## config.mk

```make
export PLATFORM = sky130hd
export DESIGN_NAME = multicycle_control_unit
export DESIGN_NICKNAME = d
export VERILOG_FILES = /design/src/rtl/multicycle_control_unit_pkg.sv /design/src/rtl/multicycle_control_unit_alu_decoder.sv /design/src/rtl/multicycle_control_unit.sv
export SDC_FILE = /design/constraint.sdc
export NUM_CORES = 1
export LEC_CHECK = 0
export ABC_AREA = 0
export CORE_UTILIZATION = 37
export DETAILED_ROUTE_END_ITERATION = 7
export GPL_ROUTABILITY_DRIVEN = 0
export PLACE_DENSITY_LB_ADDON = 0.3
export SLEW_MARGIN = 20
export SYNTH_ARGS = -nofsm -noshare
export SYNTH_HDL_FRONTEND = slang
export SYNTH_SLANG_ARGS = --single-unit
```

## constraint.sdc

```tcl
create_clock -name clk -period 3.28 [get_ports clk]
set_input_delay 0.328 -clock clk [delete_from_list [all_inputs] [get_ports clk]]
set_output_delay 0.328 -clock clk [all_outputs]
set_load 0.03 [all_outputs]
```

## src/rtl/multicycle_control_unit_pkg.sv

```systemverilog
// Shared types and encodings for the multicycle RV32 control unit:
// FSM states, opcodes, ALU operations and datapath select codes.
package multicycle_control_unit_pkg;

  typedef enum logic [3:0] {
    FETCH, DECODE, MEM_ADR, MEM_READ, MEM_WB, MEM_WRITE, EXEC_R,
    EXEC_I, ALU_WB, JAL, BEQ, FPU_EXEC, FPU_WB, TRAP
  } state_t;

  localparam logic [6:0] OP_LOAD   = 7'b0000011;
  localparam logic [6:0] OP_STORE  = 7'b0100011;
  localparam logic [6:0] OP_FLW    = 7'b0000111;
  localparam logic [6:0] OP_FSW    = 7'b0100111;
  localparam logic [6:0] OP_RTYPE  = 7'b0110011;
  localparam logic [6:0] OP_ITYPE  = 7'b0010011;
  localparam logic [6:0] OP_JAL    = 7'b1101111;
  localparam logic [6:0] OP_BRANCH = 7'b1100011;
  localparam logic [6:0] OP_FP     = 7'b1010011;

  localparam logic [2:0] ALU_ADD = 3'b000;
  localparam logic [2:0] ALU_SUB = 3'b001;
  localparam logic [2:0] ALU_AND = 3'b010;
  localparam logic [2:0] ALU_OR  = 3'b011;
  localparam logic [2:0] ALU_SLT = 3'b101;

  localparam logic [1:0] RES_ALUOUT = 2'b00;
  localparam logic [1:0] RES_DATA   = 2'b01;
  localparam logic [1:0] RES_ALU    = 2'b10;
  localparam logic [1:0] RES_FPU    = 2'b11;

  localparam logic [1:0] SRCA_PC    = 2'b00;
  localparam logic [1:0] SRCA_OLDPC = 2'b01;
  localparam logic [1:0] SRCA_RS1   = 2'b10;

  localparam logic [1:0] SRCB_RS2  = 2'b00;
  localparam logic [1:0] SRCB_IMM  = 2'b01;
  localparam logic [1:0] SRCB_FOUR = 2'b10;

  localparam logic [1:0] IMM_I = 2'b00;
  localparam logic [1:0] IMM_S = 2'b01;
  localparam logic [1:0] IMM_B = 2'b10;
  localparam logic [1:0] IMM_J = 2'b11;

endpackage

```

## src/rtl/multicycle_control_unit_alu_decoder.sv

```systemverilog
// Combinational funct3/funct7 -> ALU operation; flags funct3 codes the ALU lacks.
// funct7 only selects sub for register-register ops, so addi never subtracts.
module alu_decoder
  import multicycle_control_unit_pkg::*;
(
  input  logic [2:0] funct3_i,
  input  logic       funct7_i,
  input  logic       is_r_i,
  output logic [2:0] alu_control_o,
  output logic       bad_funct_o
);

  always_comb begin
    alu_control_o = ALU_ADD;
    bad_funct_o   = 1'b0;
    case (funct3_i)
      3'b000:  alu_control_o = (is_r_i && funct7_i) ? ALU_SUB : ALU_ADD;
      3'b010:  alu_control_o = ALU_SLT;
      3'b110:  alu_control_o = ALU_OR;
      3'b111:  alu_control_o = ALU_AND;
      default: bad_funct_o   = 1'b1;
    endcase
  end

endmodule

```

## src/rtl/multicycle_control_unit.sv

```systemverilog
// Multicycle RV32 control FSM with optional FPU wait/timeout path (macro RV32F_FPU_EN).
// Outputs are state-decoded; all write enables are forced low while rst_n is low.
module multicycle_control_unit
  import multicycle_control_unit_pkg::*;
#(
  parameter int unsigned FPU_TIMEOUT = 16,
  parameter int unsigned CNT_W       = 5
) (
  input  logic       clk,
  input  logic       rst_n,
  input  logic [6:0] op,
  input  logic [2:0] funct3,
  input  logic       funct7,
  input  logic       zero,
  input  logic       fpu_done,
  output logic       pc_write,
  output logic       ir_write,
  output logic       adr_src,
  output logic       mem_write,
  output logic       reg_write,
  output logic       float_reg_write,
  output logic [1:0] result_src,
  output logic [1:0] alu_src_a,
  output logic [1:0] alu_src_b,
  output logic [1:0] imm_src,
  output logic [2:0] alu_control,
  output logic       fpu_start,
  output logic       illegal
);

  state_t     state_q, state_d;
  logic [2:0] dec_alu;
  logic       dec_bad;

  alu_decoder u_alu_dec (
    .funct3_i      (funct3),
    .funct7_i      (funct7),
    .is_r_i        (state_q == EXEC_R),
    .alu_control_o (dec_alu),
    .bad_funct_o   (dec_bad)
  );

`ifdef RV32F_FPU_EN
  localparam logic [CNT_W-1:0] CNT_LAST = CNT_W'(FPU_TIMEOUT - 1);
  logic [CNT_W-1:0] cnt_q, cnt_d;

  // Counts cycles spent in FPU_EXEC; zero on entry marks the launch cycle.
  assign cnt_d = (state_q == FPU_EXEC) ? cnt_q + CNT_W'(1) : '0;

  always_ff @(posedge clk) begin
    if (!rst_n) cnt_q <= '0;
    else        cnt_q <= cnt_d;
  end
`else
  logic unused_ok;
  assign unused_ok = fpu_done | (FPU_TIMEOUT > CNT_W);
`endif

  always_ff @(posedge clk) begin
    if (!rst_n) state_q <= FETCH;
    else        state_q <= state_d;
  end

  always_comb begin
    state_d         = state_q;
    pc_write        = 1'b0;
    ir_write        = 1'b0;
    adr_src         = 1'b0;
    mem_write       = 1'b0;
    reg_write       = 1'b0;
    float_reg_write = 1'b0;
    result_src      = RES_ALUOUT;
    alu_src_a       = SRCA_PC;
    alu_src_b       = SRCB_RS2;
    imm_src         = IMM_I;
    alu_control     = ALU_ADD;
    fpu_start       = 1'b0;
    illegal         = 1'b0;
    case (state_q)
      FETCH: begin
        ir_write   = 1'b1;
        alu_src_b  = SRCB_FOUR;
        result_src = RES_ALU;
        pc_write   = 1'b1;
        state_d    = DECODE;
      end
      DECODE: begin
        alu_src_a = SRCA_OLDPC;
        alu_src_b = SRCB_IMM;
        imm_src   = IMM_B;
        case (op)
          OP_LOAD, OP_STORE: state_d = MEM_ADR;
`ifdef RV32F_FPU_EN
          OP_FLW, OP_FSW:    state_d = MEM_ADR;
          OP_FP:             state_d = FPU_EXEC;
`endif
          OP_RTYPE:          state_d = EXEC_R;
          OP_ITYPE:          state_d = EXEC_I;
          OP_JAL:            state_d = JAL;
          OP_BRANCH:         state_d = BEQ;
          default:           state_d = TRAP;
        endcase
      end
      // op[5] separates stores from loads in both integer and FP memory opcodes.
      MEM_ADR: begin
        alu_src_a = SRCA_RS1;
        alu_src_b = SRCB_IMM;
        imm_src   = op[5] ? IMM_S : IMM_I;
        state_d   = op[5] ? MEM_WRITE : MEM_READ;
      end
      MEM_READ: begin
        adr_src = 1'b1;
        state_d = MEM_WB;
      end
      MEM_WB: begin
        result_src = RES_DATA;
        reg_write  = (op == OP_LOAD);
`ifdef RV32F_FPU_EN
        float_reg_write = (op == OP_FLW);
`endif
        state_d    = FETCH;
      end
      MEM_WRITE: begin
        adr_src   = 1'b1;
        mem_write = 1'b1;
        state_d   = FETCH;
      end
      EXEC_R, EXEC_I: begin
        alu_src_a   = SRCA_RS1;
        alu_src_b   = (state_q == EXEC_R) ? SRCB_RS2 : SRCB_IMM;
        alu_control = dec_alu;
        state_d     = dec_bad ? TRAP : ALU_WB;
      end
      ALU_WB: begin
        reg_write = 1'b1;
        state_d   = FETCH;
      end
      JAL: begin
        alu_src_a = SRCA_OLDPC;
        alu_src_b = SRCB_FOUR;
        imm_src   = IMM_J;
        pc_write  = 1'b1;
        state_d   = ALU_WB;
      end
      BEQ: begin
        alu_src_a   = SRCA_RS1;
        alu_control = ALU_SUB;
        pc_write    = zero;
        state_d     = FETCH;
      end
`ifdef RV32F_FPU_EN
      FPU_EXEC: begin
        fpu_start = (cnt_q == '0);
        if (fpu_done)              state_d = FPU_WB;
        else if (cnt_q == CNT_LAST) state_d = TRAP;
      end
      FPU_WB: begin
        result_src      = RES_FPU;
        float_reg_write = 1'b1;
        state_d         = FETCH;
      end
`endif
      TRAP:    illegal = 1'b1;
      default: state_d = TRAP;
    endcase
    if (!rst_n) begin
      pc_write        = 1'b0;
      ir_write        = 1'b0;
      mem_write       = 1'b0;
      reg_write       = 1'b0;
      float_reg_write = 1'b0;
      fpu_start       = 1'b0;
    end
  end

endmodule

```

==> impl_metrics.yaml, run 1 <==
run_status:
  outcome: "complete, no violations"
worst_setup_path:
  crit_family: "buffers and inverters"
  startpoint_type: "flop"
  required_ns: 2.95
  slowest_delay_ns: 0.66
  critPathKind: "flop to primary output"
  r2r_slack_ns: 1.73
  crit-reg2reg-capture: "state_q[3]$_SDFFE_PN0N_"
  reg2regPathDepth: 4
  path_max_fanout: 17
  cp_slowest_cell: "clkdlybuf4s50_1"
  path_buf_inv: 1
  end_kind: "primary output"
  reg2reg_from: "state_q[0]$_SDFFE_PN0N_"
  crit_arrival_ns: 2.36
  crit_chain: "nor2b_1, a31oi_1, o32ai_1, and2_1, clkdlybuf4s50_1"
  crit_start: "state_q[1]$_SDFFE_PN0N_"
layout:
  utilization: 0.6515
  final_nets: 128
  largest_reg_flops: 4
  drive_above_1_share: 0.09009
  fin_area_sq_um: 879.6
  largest_registers: "state_q (4)"
  syn_to_final_growth_pct: 56.92
  top_register: "state_q"
  antenna_cells: 0
grt:
  grt_start_max_net_pins: 18
  track_usage: 0.2119
  grt_use_met3: 0.04891
  grt_first_pass_wirelength_um: 2435
  busiest_layer: "met2"
  grt-ovfl-total: 0
  grt_pass1_vias: 568
  grt_antenna_before_repair: 0
  met2_usage: 0.3711
  met1_usage: 0.2760
sta:
  period_needed_ns: 2.691
  finClkSkew_ns: 0.001556
  setup_violations: 0
  fmax_mhz: 371.6
  fin_crit_sh: 0.8205
  fin_setup_tns_ns: 0
  final_hold_viol_count: 0
  final-max-slew-violation-count: 0
  whs_ns: 0.7188
  tightest_slew_ns: 0.6200
  setup_ws_ns: 0.5888
  slew_headroom: 0.5861
  grt_setup_unrepaired: "no"
cts:
  cts-buffers-inserted: 3
  root_buffer: "clkbuf_4"
  cts_tree: "built"
  clkTransAtPathRegs_ns: 0.04
  clock_sinks: 4
  clk_path_buf_depth: 2
  insertion_delay_ns: 0.23
  post_cts_resize_count: 0
  post_cts_buffers: 0
  ctsHtreeMaxLevel: 1
  cts_hold_buf: 0
synthesis:
  ys.flop_type: "dfxtp_1"
  synthCells: 82
  async_flop_share: 0
  yosysTopAreaCellShare: 0.1429
  syn_area_sq_um: 560.5
  synth_seq_cells: 4
  synth_most_common_cell: "nor2_1"
  yosysSeqAreaShare: 0.1429
  yosysWarningCount: 0
  syn_avg_cell_area_sq_um: 6.836
  synth_edf_count: 0
  synthTopCellsByArea: "dfxtp_1, nand2b_1, nor3_1"
  yosys.area.top_type: "dfxtp_1"
  synthTopCellsByCount: "nor2_1, nor3_1, a21oi_1, nand2b_1"
  synth.distinct_cells: 37
flow_run:
  drv_cap: 0
pwr:
  p_per_area_nw_per_um2: 789.5
  p_leak_nw: 0.3252
  irDropWorstVdd_mv: 0.3698
worst_hold_path:
  hp-class: "flop to flop"
  holdCritStartpoint: "state_q[3]$_SDFFE_PN0N_"
  min_to: "state_q[3]$_SDFFE_PN0N_"
  hold_depth: 3
drt:
  dr.first_iter.drc_count: 11
  viasPerCell: 5.468
  dr.pass1.iters: 4
  wire_per_inst_um: 11.87
  drc_errors: 0
  num_vias: 689
  wirelength_um: 1496
  detail-route-antenna-nets: 0
die:
  die_area_sq_um: 1674
  die_y_um: 40.92
  dieWidth_um: 40.92
  io_pins: 34
  core_area_sq_um: 1350
  initial_utilization: 0.4152
  rows: 13
place:
  hpwl_um: 1157
  post-place-ws_ns: 0.6601
  dpl-instance-area_sq_um: 857.1
  port_buffers: 30
per-layer routing:
layer | share of wire | up-vias | routed length (um)
met5 | 0 | - | 0
met4 | 0 | 0 | 0
met3 | 0.046 | 0 | 69
met2 | 0.47 | 24 | 707
met1 | 0.48 | 314 | 719
li1 | - | 351 | -
final cells by class:
cell class / instances / area [sq um]
inverters: 3 / 11.26
clock buffers: 3 / 22.52
flip-flops and latches: 4 / 80.08
fillers: 121 / 470.5
well taps: 15 / 18.77
repair buffers: 32 / 315.3
multi-input cells: 69 / 431.7
cell usage in the layout (no fill, tap or decap), types with 2 or more instances in the layout:
master           instances
nor2b_1                  4
a31oi_1                  2
buf_4                    2
a211oi_1                 2
conb_1                   2
o21ai_0                  3
nand2_1                  3
nand2b_1                 6
a21o_1                   2
clkbuf_4                 3
or3_1                    3
nor2_1                   9
clkdlybuf4s50_1         30
dfxtp_1                  4
nand3_1                  2
nor3_1                   7
inv_1                    2
a21oi_1                  6
cell families (layout without fill, tap and decap cells):
kind of cell / after synthesis / count (layout) / synth area share
AOI/OAI and AO/OA: 21 / 21 / 0.2612
xor gates and xnor gates: 2 / 2 / 0.03126
and+or+nand+nor: 43 / 43 / 0.4464
buffers and inverters: 10 / 38 / 0.09373
muxes: 1 / 1 / 0.01786
DFF: 4 / 4 / 0.1429
other: 1 / 2 / 0.006690
tightest hold or removal path: cells and delay by family, from the launching register on:
family | cells | cell delay [ns]
compound gates | 2 | 0.16
buf+inv | 1 | 0.18
flops | 1 | 0.31
power by group:
part           internal (mW)  switching, mW
clock network         0.0409         0.0194
logic                  0.230          0.295
registers             0.0661         0.0426
total                  0.337          0.357
metrics by stage:
step,total power [mW],cells
2_1_floorplan,0.4528,83
3_3_place_gp,0.6279,123
3_5_place_dp,0.6345,123
4_1_cts,0.6959,126
5_1_grt,0.7482,126
6_report,0.6945,126
worst max path at each step:
stage	endpoint	slack (ns)	cells past startpoint
global placement	reg_write	0.67	5
floorplan	reg_write	1.39	5
CTS	alu_control[0]	0.57	5
finish	alu_control[0]	0.59	5
detailed placement	reg_write	0.66	5
global route	alu_control[0]	0.43	5
Power figures use the tool's default switching activity.
==> run 2, diff against run 1 <==
Settings changed: CORE_UTILIZATION 37 to 36.
Clock period 3.28 ns to 2.5 ns, I/O delays scaled along.
==> impl_metrics.yaml, run 2 (synthesis results as in run 1) <==
pwr:
  switchingPower_mw: 0.4877
  p_per_area_nw_per_um2: 1017
  p_clk_frac: 0.089
  combPwrFrac: 0.767
  power.total_mw: 0.9428
  p_leak_nw: 0.3726
  internal_power_mw: 0.4552
  p_seq_frac: 0.144
  netSwitchingFraction: 0.5172
  irDropWorstVdd_mv: 0.7932
layout:
  top_register: "state_q"
  largest_registers: "state_q (4)"
  nFillCells: 129
  antenna_cells: 0
  syn_to_final_growth_pct: 65.40
  seqCellArea_sq_um: 80.08
  largest_reg_flops: 4
  drive_above_1_share: 0.1368
  multi_input_area_sq_um: 431.7
  final_nets: 134
  final_common_cell: "clkdlybuf4s50_1"
  final_cell_mix: "clkdlybuf4s50_1, nor2_1, buf_4"
  fin_area_sq_um: 927.1
sta:
  final-max-slew-violation-count: 0
  period_needed_ns: 2.370
  whs_ns: 0.6251
  final_hold_viol_count: 0
  fmax_mhz: 421.9
  finClkSkew_ns: 0.0006852
  grt_setup_unrepaired: "no"
  setup_violations: 0
  fin_crit_sh: 0.9481
  fin_setup_tns_ns: 0
die:
  dieWidth_um: 41.46
  initial_utilization: 0.4103
  io_pins: 34
  die_y_um: 41.46
  rows: 13
  core_area_sq_um: 1366
  die_area_sq_um: 1719
cts:
  clkTransAtPathRegs_ns: 0.04
  clk_path_buf_depth: 2
  cts_tree: "built"
  cts_hold_buf: 0
  root_buffer: "clkbuf_4"
  insertion_delay_ns: 0.24
  cts-buffers-inserted: 3
  clock_sinks: 4
  ctsHtreeMaxLevel: 1
grt:
  grt_start_max_net_pins: 16
  grt_first_pass_wirelength_um: 2704
  grt-ovfl-total: 0
  grt_antenna_before_repair: 0
  grt_pass1_vias: 605
  track_usage: 0.1946
worst_setup_path:
  slowest_delay_ns: 0.72
  crit_family: "buffers and inverters"
  r2r_slack_ns: 1.08
  cp_slowest_cell: "clkdlybuf4s50_1"
  required_ns: 2.25
  crit_arrival_ns: 2.12
  startpoint_type: "input port"
  critPathKind: "input port to primary output"
  crit_top_cell: "clkdlybuf4s50_1"
  end_kind: "primary output"
  crit_chain: "clkdlybuf4s50_1, inv_2, or3_1, nor3_1, clkdlybuf4s50_1"
  path_buf_inv: 3
  path_max_fanout: 7
worst_hold_path:
  hp-class: "input port to flop"
drt:
  dr.first_iter.drc_count: 21
  wirelength_um: 1672
  drc_errors: 0
  wire_per_inst_um: 12.67
  viasPerCell: 5.621
  dr.pass1.iters: 4
  detail-route-antenna-nets: 0
  num_vias: 742
run_status:
  outcome: "complete, no violations"
place:
  dpl-instance-area_sq_um: 902.1
  port_buffers: 30
  hpwl_um: 1291
flow_run:
  drv_cap: 0
-- run 2: cell count changes in the layout (fill, tap and decap cells not counted), sizes merged --
cell,delta
buf,+6
clkdlybuf4s50,-1
dlymetal6s2s,+1
-- run 2: what timing repair did --
item                       in CTS  in global routing
buffers inserted                0                  0
setup endpoints to repair       0                  1
gates resized for setup         0                  1
-- run 2: final timing paths --
kind / from / end / cells past startpoint
worst max-delay path: rst_n / ir_write / 5
worst min-delay path: rst_n / state_q[0]$_SDFFE_PN0N_ / 2
worst max register to register: state_q[0]$_SDFFE_PN0N_ / state_q[3]$_SDFFE_PN0N_ / 4
worst min register to register: state_q[2]$_SDFFE_PN0N_ / state_q[3]$_SDFFE_PN0N_ / 2
-- run 2: power groups by stage --
| stage | Sequential (mW) | Clock (mW) | Combinational (mW) |
|---|---|---|---|
| 2_1_floorplan | 0.108 | 0 | 0.486 |
| 3_3_place_gp | 0.134 | 0 | 0.711 |
| 3_5_place_dp | 0.133 | 0 | 0.719 |
| 4_1_cts | 0.133 | 0.0830 | 0.725 |
| 5_1_grt | 0.139 | 0.0878 | 0.764 |
| 6_report | 0.136 | 0.0840 | 0.723 |
-- run 2: area by class of cell --
class | count | area share
inverter | 3 | 0.01215
timing repair buffer | 38 | 0.3914
tap | 15 | 0.02024
sequential | 4 | 0.08637
multi-input combinational | 69 | 0.4656
clock buffer | 3 | 0.02429
-- run 2: metrics by stage --
stage	std cells	setup slack, ns	utilization
finish	132	0.1297	0.6786
CTS	132	0.03354	0.6767
global route	132	0.05367	0.6786
detailed placement	129	0.1374	0.6603
global placement	129	0.1239	0.6603
floorplan	83	0.6832	-
-- run 2: layer usage --
metal  vias to the layer above  part of all wire  track usage
li1                        364                 -            -
met5                         -                 0            0
met2                        39              0.50       0.3219
met1                       336              0.43       0.2474
met3                         3             0.060      0.03043
met4                         0            0.0096      0.08387
-- run 2: worst register-to-register path, cell delays in order (launching register included) --
cell      delay, ns
dfxtp_1        0.59
nand2b_1       0.28
nor2_1         0.19
o21ai_0        0.11
a31oi_1        0.17
==> run 3, diff against run 2 <==
Settings changed: ABC_AREA 0 to not set, CTS_CLUSTER_DIAMETER set to 150, HOLD_SLACK_MARGIN set to 0.12.
==> results of run 3 <==
The final DEF is identical to that of run 2; final timing and power are the same.
